--- src/rtl/pipeline_ctrl_if.sv ---
// Control bundle between the pipeline sequencer and the datapath registers.
// The master side is the sequencer; the slave side is the datapath.
interface pipeline_ctrl_if;
  logic        load_use_ID;
  logic        br_taken_EX;
  logic        mem_req_MEM;
  logic        mem_ack;
  logic [4:0]  exp_vector_MEM;
  logic        illegal_addr_MEM;
  logic        mret_MEM;
  logic [31:0] PCurrent_MEM;
  logic [31:0] mtvec;
  logic [31:0] mepc_in;

  logic        EN_IF;
  logic        EN_ID;
  logic        EN_EX;
  logic        EN_MEM;
  logic        EN_WB;
  logic        flush_ID;
  logic        flush_EX;
  logic        flush_MEM;
  logic        flush_WB;
  logic        pc_redirect;
  logic [31:0] pc_target;
  logic        trap_we;
  logic [31:0] mepc_out;
  logic [4:0]  mcause_out;

  modport master (
    input  load_use_ID, br_taken_EX, mem_req_MEM, mem_ack, exp_vector_MEM,
           illegal_addr_MEM, mret_MEM, PCurrent_MEM, mtvec, mepc_in,
    output EN_IF, EN_ID, EN_EX, EN_MEM, EN_WB,
           flush_ID, flush_EX, flush_MEM, flush_WB,
           pc_redirect, pc_target, trap_we, mepc_out, mcause_out
  );

  modport slave (
    output load_use_ID, br_taken_EX, mem_req_MEM, mem_ack, exp_vector_MEM,
           illegal_addr_MEM, mret_MEM, PCurrent_MEM, mtvec, mepc_in,
    input  EN_IF, EN_ID, EN_EX, EN_MEM, EN_WB,
           flush_ID, flush_EX, flush_MEM, flush_WB,
           pc_redirect, pc_target, trap_we, mepc_out, mcause_out
  );
endinterface

--- src/rtl/pipeline_ctrl.sv ---
// Five-stage pipeline sequencer: stalls, flushes, memory-wait with timeout,
// trap entry/return and the trap CSR write.
module pipeline_ctrl #(
  parameter int       MEM_TIMEOUT      = 16,
  parameter bit [4:0] ADDR_FAULT_CAUSE = 5'd5,
  parameter bit [4:0] TIMEOUT_CAUSE    = 5'd7
) (
  input logic              clk,
  input logic              rst,
  pipeline_ctrl_if.master  bus
);
  localparam int CW = ($clog2(MEM_TIMEOUT) > 2) ? $clog2(MEM_TIMEOUT) : 2;
  localparam logic [CW-1:0] CNT_LAST = CW'(MEM_TIMEOUT - 1);

  typedef enum logic [1:0] {RUN, MEM_WAIT, TRAP, RET} state_t;

  state_t      state_reg, state_next;
  logic [CW-1:0] cnt_reg, cnt_next;
  logic [31:0] mepc_reg, mepc_next;
  logic [4:0]  mcause_reg, mcause_next;

  logic        en_if, en_id, en_ex, en_mem, en_wb;
  logic        fl_id, fl_ex, fl_mem, fl_wb;
  logic        redirect;
  logic [31:0] target;
  logic        exc;
  logic [4:0]  cause;

  assign exc   = (bus.exp_vector_MEM != 5'd0) | bus.illegal_addr_MEM;
  assign cause = bus.illegal_addr_MEM ? ADDR_FAULT_CAUSE : bus.exp_vector_MEM;

  always_ff @(posedge clk) begin
    if (!rst) begin
      state_reg  <= RUN;
      cnt_reg    <= '0;
      mepc_reg   <= '0;
      mcause_reg <= '0;
    end else begin
      state_reg  <= state_next;
      cnt_reg    <= cnt_next;
      mepc_reg   <= mepc_next;
      mcause_reg <= mcause_next;
    end
  end

  always_comb begin
    en_if = 1'b1; en_id = 1'b1; en_ex = 1'b1; en_mem = 1'b1; en_wb = 1'b1;
    fl_id = 1'b0; fl_ex = 1'b0; fl_mem = 1'b0; fl_wb = 1'b0;
    redirect    = 1'b0;
    target      = '0;
    state_next  = state_reg;
    cnt_next    = cnt_reg;
    mepc_next   = mepc_reg;
    mcause_next = mcause_reg;
    case (state_reg)
      RUN: begin
        if (exc) begin
          en_if = 1'b0;
          fl_id = 1'b1; fl_ex = 1'b1; fl_mem = 1'b1; fl_wb = 1'b1;
          mepc_next   = bus.PCurrent_MEM;
          mcause_next = cause;
          state_next  = TRAP;
        end else if (bus.mret_MEM) begin
          // mret itself continues into WB
          en_if = 1'b0;
          fl_id = 1'b1; fl_ex = 1'b1; fl_mem = 1'b1;
          state_next = RET;
        end else if (bus.mem_req_MEM && !bus.mem_ack) begin
          en_if = 1'b0; en_id = 1'b0; en_ex = 1'b0; en_mem = 1'b0;
          fl_wb      = 1'b1;
          cnt_next   = '0;
          state_next = MEM_WAIT;
        end else if (bus.br_taken_EX) begin
          // a branch squashes the load-use victim, so its stall is moot
          fl_id = 1'b1; fl_ex = 1'b1;
        end else if (bus.load_use_ID) begin
          en_if = 1'b0; en_id = 1'b0;
          fl_ex = 1'b1;
        end
      end
      MEM_WAIT: begin
        if (bus.mem_ack) begin
          state_next = RUN;
        end else if (cnt_reg == CNT_LAST) begin
          en_if = 1'b0;
          fl_id = 1'b1; fl_ex = 1'b1; fl_mem = 1'b1; fl_wb = 1'b1;
          mepc_next   = bus.PCurrent_MEM;
          mcause_next = TIMEOUT_CAUSE;
          state_next  = TRAP;
        end else begin
          en_if = 1'b0; en_id = 1'b0; en_ex = 1'b0; en_mem = 1'b0;
          fl_wb    = 1'b1;
          cnt_next = cnt_reg + 1'b1;
        end
      end
      TRAP: begin
        redirect = 1'b1;
        target   = bus.mtvec;
        fl_id = 1'b1; fl_ex = 1'b1; fl_mem = 1'b1; fl_wb = 1'b1;
        state_next = RUN;
      end
      RET: begin
        redirect   = 1'b1;
        target     = bus.mepc_in;
        fl_id      = 1'b1;
        state_next = RUN;
      end
      default: state_next = RUN;
    endcase
  end

  // Everything is held inactive while reset is asserted.
  assign bus.EN_IF       = rst & en_if;
  assign bus.EN_ID       = rst & en_id;
  assign bus.EN_EX       = rst & en_ex;
  assign bus.EN_MEM      = rst & en_mem;
  assign bus.EN_WB       = rst & en_wb;
  assign bus.flush_ID    = rst & fl_id;
  assign bus.flush_EX    = rst & fl_ex;
  assign bus.flush_MEM   = rst & fl_mem;
  assign bus.flush_WB    = rst & fl_wb;
  assign bus.pc_redirect = rst & redirect;
  assign bus.pc_target   = (rst && redirect) ? target : 32'd0;
  assign bus.trap_we     = rst & (state_reg == TRAP);
  assign bus.mepc_out    = mepc_reg;
  assign bus.mcause_out  = mcause_reg;
endmodule
--- src/flat_wrapper.sv ---
// flat-port wrapper written by rule: the top's interface ports become plain ports
module pipeline_ctrl_flat 
#(
  parameter int       MEM_TIMEOUT      = 16,
  parameter bit [4:0] ADDR_FAULT_CAUSE = 5'd5,
  parameter bit [4:0] TIMEOUT_CAUSE    = 5'd7
)
  (clk, rst, bus_load_use_ID, bus_br_taken_EX, bus_mem_req_MEM, bus_mem_ack, bus_exp_vector_MEM, bus_illegal_addr_MEM, bus_mret_MEM, bus_PCurrent_MEM, bus_mtvec, bus_mepc_in, bus_EN_IF, bus_EN_ID, bus_EN_EX, bus_EN_MEM, bus_EN_WB, bus_flush_ID, bus_flush_EX, bus_flush_MEM, bus_flush_WB, bus_pc_redirect, bus_pc_target, bus_trap_we, bus_mepc_out, bus_mcause_out);
  pipeline_ctrl_if bus_i ();
  input logic clk;
  input logic rst;
  input wire logic [$bits(bus_i.load_use_ID)-1:0] bus_load_use_ID;
  input wire logic [$bits(bus_i.br_taken_EX)-1:0] bus_br_taken_EX;
  input wire logic [$bits(bus_i.mem_req_MEM)-1:0] bus_mem_req_MEM;
  input wire logic [$bits(bus_i.mem_ack)-1:0] bus_mem_ack;
  input wire logic [$bits(bus_i.exp_vector_MEM)-1:0] bus_exp_vector_MEM;
  input wire logic [$bits(bus_i.illegal_addr_MEM)-1:0] bus_illegal_addr_MEM;
  input wire logic [$bits(bus_i.mret_MEM)-1:0] bus_mret_MEM;
  input wire logic [$bits(bus_i.PCurrent_MEM)-1:0] bus_PCurrent_MEM;
  input wire logic [$bits(bus_i.mtvec)-1:0] bus_mtvec;
  input wire logic [$bits(bus_i.mepc_in)-1:0] bus_mepc_in;
  output wire logic [$bits(bus_i.EN_IF)-1:0] bus_EN_IF;
  output wire logic [$bits(bus_i.EN_ID)-1:0] bus_EN_ID;
  output wire logic [$bits(bus_i.EN_EX)-1:0] bus_EN_EX;
  output wire logic [$bits(bus_i.EN_MEM)-1:0] bus_EN_MEM;
  output wire logic [$bits(bus_i.EN_WB)-1:0] bus_EN_WB;
  output wire logic [$bits(bus_i.flush_ID)-1:0] bus_flush_ID;
  output wire logic [$bits(bus_i.flush_EX)-1:0] bus_flush_EX;
  output wire logic [$bits(bus_i.flush_MEM)-1:0] bus_flush_MEM;
  output wire logic [$bits(bus_i.flush_WB)-1:0] bus_flush_WB;
  output wire logic [$bits(bus_i.pc_redirect)-1:0] bus_pc_redirect;
  output wire logic [$bits(bus_i.pc_target)-1:0] bus_pc_target;
  output wire logic [$bits(bus_i.trap_we)-1:0] bus_trap_we;
  output wire logic [$bits(bus_i.mepc_out)-1:0] bus_mepc_out;
  output wire logic [$bits(bus_i.mcause_out)-1:0] bus_mcause_out;
  assign bus_i.load_use_ID = bus_load_use_ID;
  assign bus_i.br_taken_EX = bus_br_taken_EX;
  assign bus_i.mem_req_MEM = bus_mem_req_MEM;
  assign bus_i.mem_ack = bus_mem_ack;
  assign bus_i.exp_vector_MEM = bus_exp_vector_MEM;
  assign bus_i.illegal_addr_MEM = bus_illegal_addr_MEM;
  assign bus_i.mret_MEM = bus_mret_MEM;
  assign bus_i.PCurrent_MEM = bus_PCurrent_MEM;
  assign bus_i.mtvec = bus_mtvec;
  assign bus_i.mepc_in = bus_mepc_in;
  assign bus_EN_IF = bus_i.EN_IF;
  assign bus_EN_ID = bus_i.EN_ID;
  assign bus_EN_EX = bus_i.EN_EX;
  assign bus_EN_MEM = bus_i.EN_MEM;
  assign bus_EN_WB = bus_i.EN_WB;
  assign bus_flush_ID = bus_i.flush_ID;
  assign bus_flush_EX = bus_i.flush_EX;
  assign bus_flush_MEM = bus_i.flush_MEM;
  assign bus_flush_WB = bus_i.flush_WB;
  assign bus_pc_redirect = bus_i.pc_redirect;
  assign bus_pc_target = bus_i.pc_target;
  assign bus_trap_we = bus_i.trap_we;
  assign bus_mepc_out = bus_i.mepc_out;
  assign bus_mcause_out = bus_i.mcause_out;
  pipeline_ctrl #(.MEM_TIMEOUT(MEM_TIMEOUT), .ADDR_FAULT_CAUSE(ADDR_FAULT_CAUSE), .TIMEOUT_CAUSE(TIMEOUT_CAUSE)) u_core (.clk(clk), .rst(rst), .bus(bus_i));
endmodule
--- config.mk ---
export PLATFORM = sky130hd
export DESIGN_NAME = pipeline_ctrl_flat
export DESIGN_NICKNAME = d
export VERILOG_FILES = /design/src/rtl/pipeline_ctrl_if.sv /design/src/rtl/pipeline_ctrl.sv /design/src/flat_wrapper.sv
export SDC_FILE = /design/constraint.sdc
export NUM_CORES = 1
export LEC_CHECK = 0
export ABC_AREA = 0
export CORE_UTILIZATION = 37
export CTS_CLUSTER_DIAMETER = 60
export DETAILED_ROUTE_END_ITERATION = 7
export GPL_TIMING_DRIVEN = 0
export PLACE_DENSITY = 0.88
export SYNTH_ARGS = -nofsm -noshare
export SYNTH_HDL_FRONTEND = slang
export SYNTH_SLANG_ARGS = --single-unit
--- constraint.sdc ---
create_clock -name clk -period 7.09 [get_ports clk]
set_input_delay 2.127 -clock clk [delete_from_list [all_inputs] [get_ports clk]]
set_output_delay 2.127 -clock clk [all_outputs]
set_load 0.005 [all_outputs]
==> metrics.txt <==
status complete, but fails checks; failing checks design-rule violations; total CTS buffers 5; #FFs+latches synth 43; Non-Filler Instances 571; Overall Global Routing Usage 24.7%; cell taking the most area after synthesis dfxtp_1; Rel. slew slack 53.6%; CP required 4.96 ns; xor and xnor area share after synthesis 0%; final RePlAce weighted congestion 0.843; R2R Path End u_core.cnt_reg[0]; RSZ-0062 raised after global routing false; Avg Vias per Cell 5.01; largest family of logic cells by synthesized area multiplexers; Leakage Power 1.79 nW; Fmax 149 MHz; Sink Count 43; final hold vios 0; post-synthesis sequential area ratio 34.8%; routed length per instance 15.2 um; WL final 8.67 mm; Synth Warn # 0; GRT busiest layer met2; simple logic cell fraction of the synthesized area 23.1%; post-route ant nets 0; met3 Track Usage GR 5.84%; Final TNS setup 0 ns; # DRC 14; vias 2859; crit path DAT 4.58 ns; maximum root-to-sink buffer count 2; met1 usage 26.5%; Clock Latency Late Sink 0.30 ns; DIE AREA 7020 sq um; Crit Path Max Fanout 5; met2 usage 45.8%; Post-Syn Nets 409; worst setup path endpoint bus_EN_MEM; top_reg_cell synth dfxtp_1; Die Y 83.8 um; Mapped Cells 299; Clock Skew 0.00421 ns; Post-synth EDFFs 0; VDD IR-drop max 0.0000717 V; post-synthesis adder-cell area fraction 0.505%; Worst Setup Slack, final 0.384 ns; Initial Utilization 38.6%; largest net degree at the start of global routing 14; Synth cell types 38; final setup fails 0; first-pass GRT wire length 13.8 mm; GRT overflow 0; CP Launch Point bus_exp_vector_MEM[3]; H-tree depth 2; Tmin final 6.71 ns; Placed Cells 563; Worst-path clk slew 0.08 ns; Post-Syn Area per Cell 8.28 sq um; Worst setup SP type input port; share of the synthesized area in the top cell type 34.8%; hold buffer count at cts 0; core area 6420 sq um; crit-path max cell delay 0.61 ns; chip width 83.8 um; Post-CTS Resized 0; Layout Nets 603; mapped cell area 2480 sq um; Slew @ Worst Pin 0.679 ns; Final Cycle Share 94.6%; Slew Limit Fails 0; CTS tree done; number of port buffers 187; root buffer cell clkbuf_8; area grow syn2layout 82.9%; Hold Slack 0.461 ns; crit-path most repeated cell clkdlybuf4s50_1; MaxCap Viol Count 0; reg2reg start u_core.state_reg[0]; synth top area cells dfxtp_1, mux2i_1, nand2_1; post-synthesis mux area share 27.1%; worst hold-check path type register to register; Reg2Reg Depth 5; FF-to-FF setup slack 5.19 ns; pwr dens 135 nW/um^2; Pre-Repair DR Iteration Count 6; share of cells above drive strength 1 4.05%; DRT iter0 DRCs 130; IO Count 189; Worst Path Class, Setup input port to primary output; number of global-route vias before repair 2804; Synth Area in Compound Gates 8.49%; Largest register FFs 32; hold path start u_core.bus.mepc_out[2]; number of diodes 0; critical path, cell by cell clkdlybuf4s50_1 > or4_4 > nor3_2 > a31oi_1 > and2_1 > buf_4 > clkdlybuf4s50_1; Critical-path top delay cell or4_4; setup bufs post-CTS 0; Core Rows 29; Final HPWL DP 7.20 mm; asr flop ratio synth 0%; initial antenna violation count 0; dpl ws 0.395 ns; crit end category primary output; total chip power 613 uW
## layer usage
metal  part of all wire (%)  wire (um)  up-vias
met5                      0          0        -
met4                    3.2        281        0
met3                    7.6        655       20
met2                     52       4470      130
met1                     38       3270     1309
li1                       -          -     1400
## placed cells by master, fill, tap and decap left out, types with 2 or more instances in the layout
master,count
a21oi_1,2
a31o_1,2
a31oi_1,2
and2_1,4
and3_1,2
and3b_1,2
buf_2,3
buf_4,2
buf_6,4
clkbuf_1,18
clkbuf_8,5
clkdlybuf4s50_1,187
dfxtp_1,43
inv_1,3
mux2i_1,67
nand2_1,70
nand2b_1,2
nand3_1,4
nor2_1,35
nor2b_1,5
nor3_1,2
o21a_1,3
o21ai_0,6
o221a_1,3
## per-stage QoR
step	area [sq um]	util [%]
4_1_cts	4530	70.5
2_1_floorplan	2480	-
5_1_grt	4530	70.5
6_report	4530	70.5
3_3_place_gp	4440	69.2
3_5_place_dp	4440	69.2
## report_power, final
part	switching [mW]	internal, mW	total (mW)
registers	0.00855	0.258	0.267
logic	0.0668	0.124	0.191
clock network	0.0868	0.0689	0.156
total	0.162	0.451	0.613
## layout make-up
cell class                      count  area, sq um
Tap cell                           77         96.3
Fill cell                         491         1890
Timing Repair Buffer              187         1870
Buffer                             26          139
Multi-Input combinational cell    227         1470
Sequential cell                    43          861
Inverter                            3         11.3
Clock inverter                      2         12.5
Clock buffer                        6         72.6
## critical path, delay by kind of cell
kind            cells  cell delay, ns
simple gates        3            1.17
buf+inv             3            1.01
compound gates      1            0.26
## cells in the mapped netlist (2+ instances only)
master,n
a21oi_1,2
a31o_1,2
a31oi_1,2
and2_1,4
and3_1,2
and3b_1,2
buf_2,3
buf_4,2
buf_6,4
clkbuf_1,17
dfxtp_1,43
inv_1,3
mux2i_1,67
nand2_1,70
nand2b_1,2
nand3_1,4
nor2_1,35
nor2b_1,5
nor3_1,2
o21a_1,3
o21ai_0,6
o221a_1,3
## worst min path at each step
stage	to	slack, ns	cells after the start
after global routing	u_core.bus.mepc_out[27]	0.48	2
after CTS	u_core.bus.mepc_out[9]	0.46	2
after floorplan	u_core.cnt_reg[1]	0.45	2
after global placement	u_core.bus.mepc_out[9]	0.44	2
after detailed placement	u_core.bus.mepc_out[31]	0.45	2
final	u_core.bus.mepc_out[2]	0.46	2
## kinds of logic (layout without fill, tap and decap cells)
logic type / Yosys count / in the layout
simple gates: 132 / 132
fa+ha+maj: 1 / 1
mux: 67 / 67
buf+inv: 29 / 224
compound gates: 27 / 27
flops: 43 / 43
Note: power is estimated with default switching activity, not from simulation.
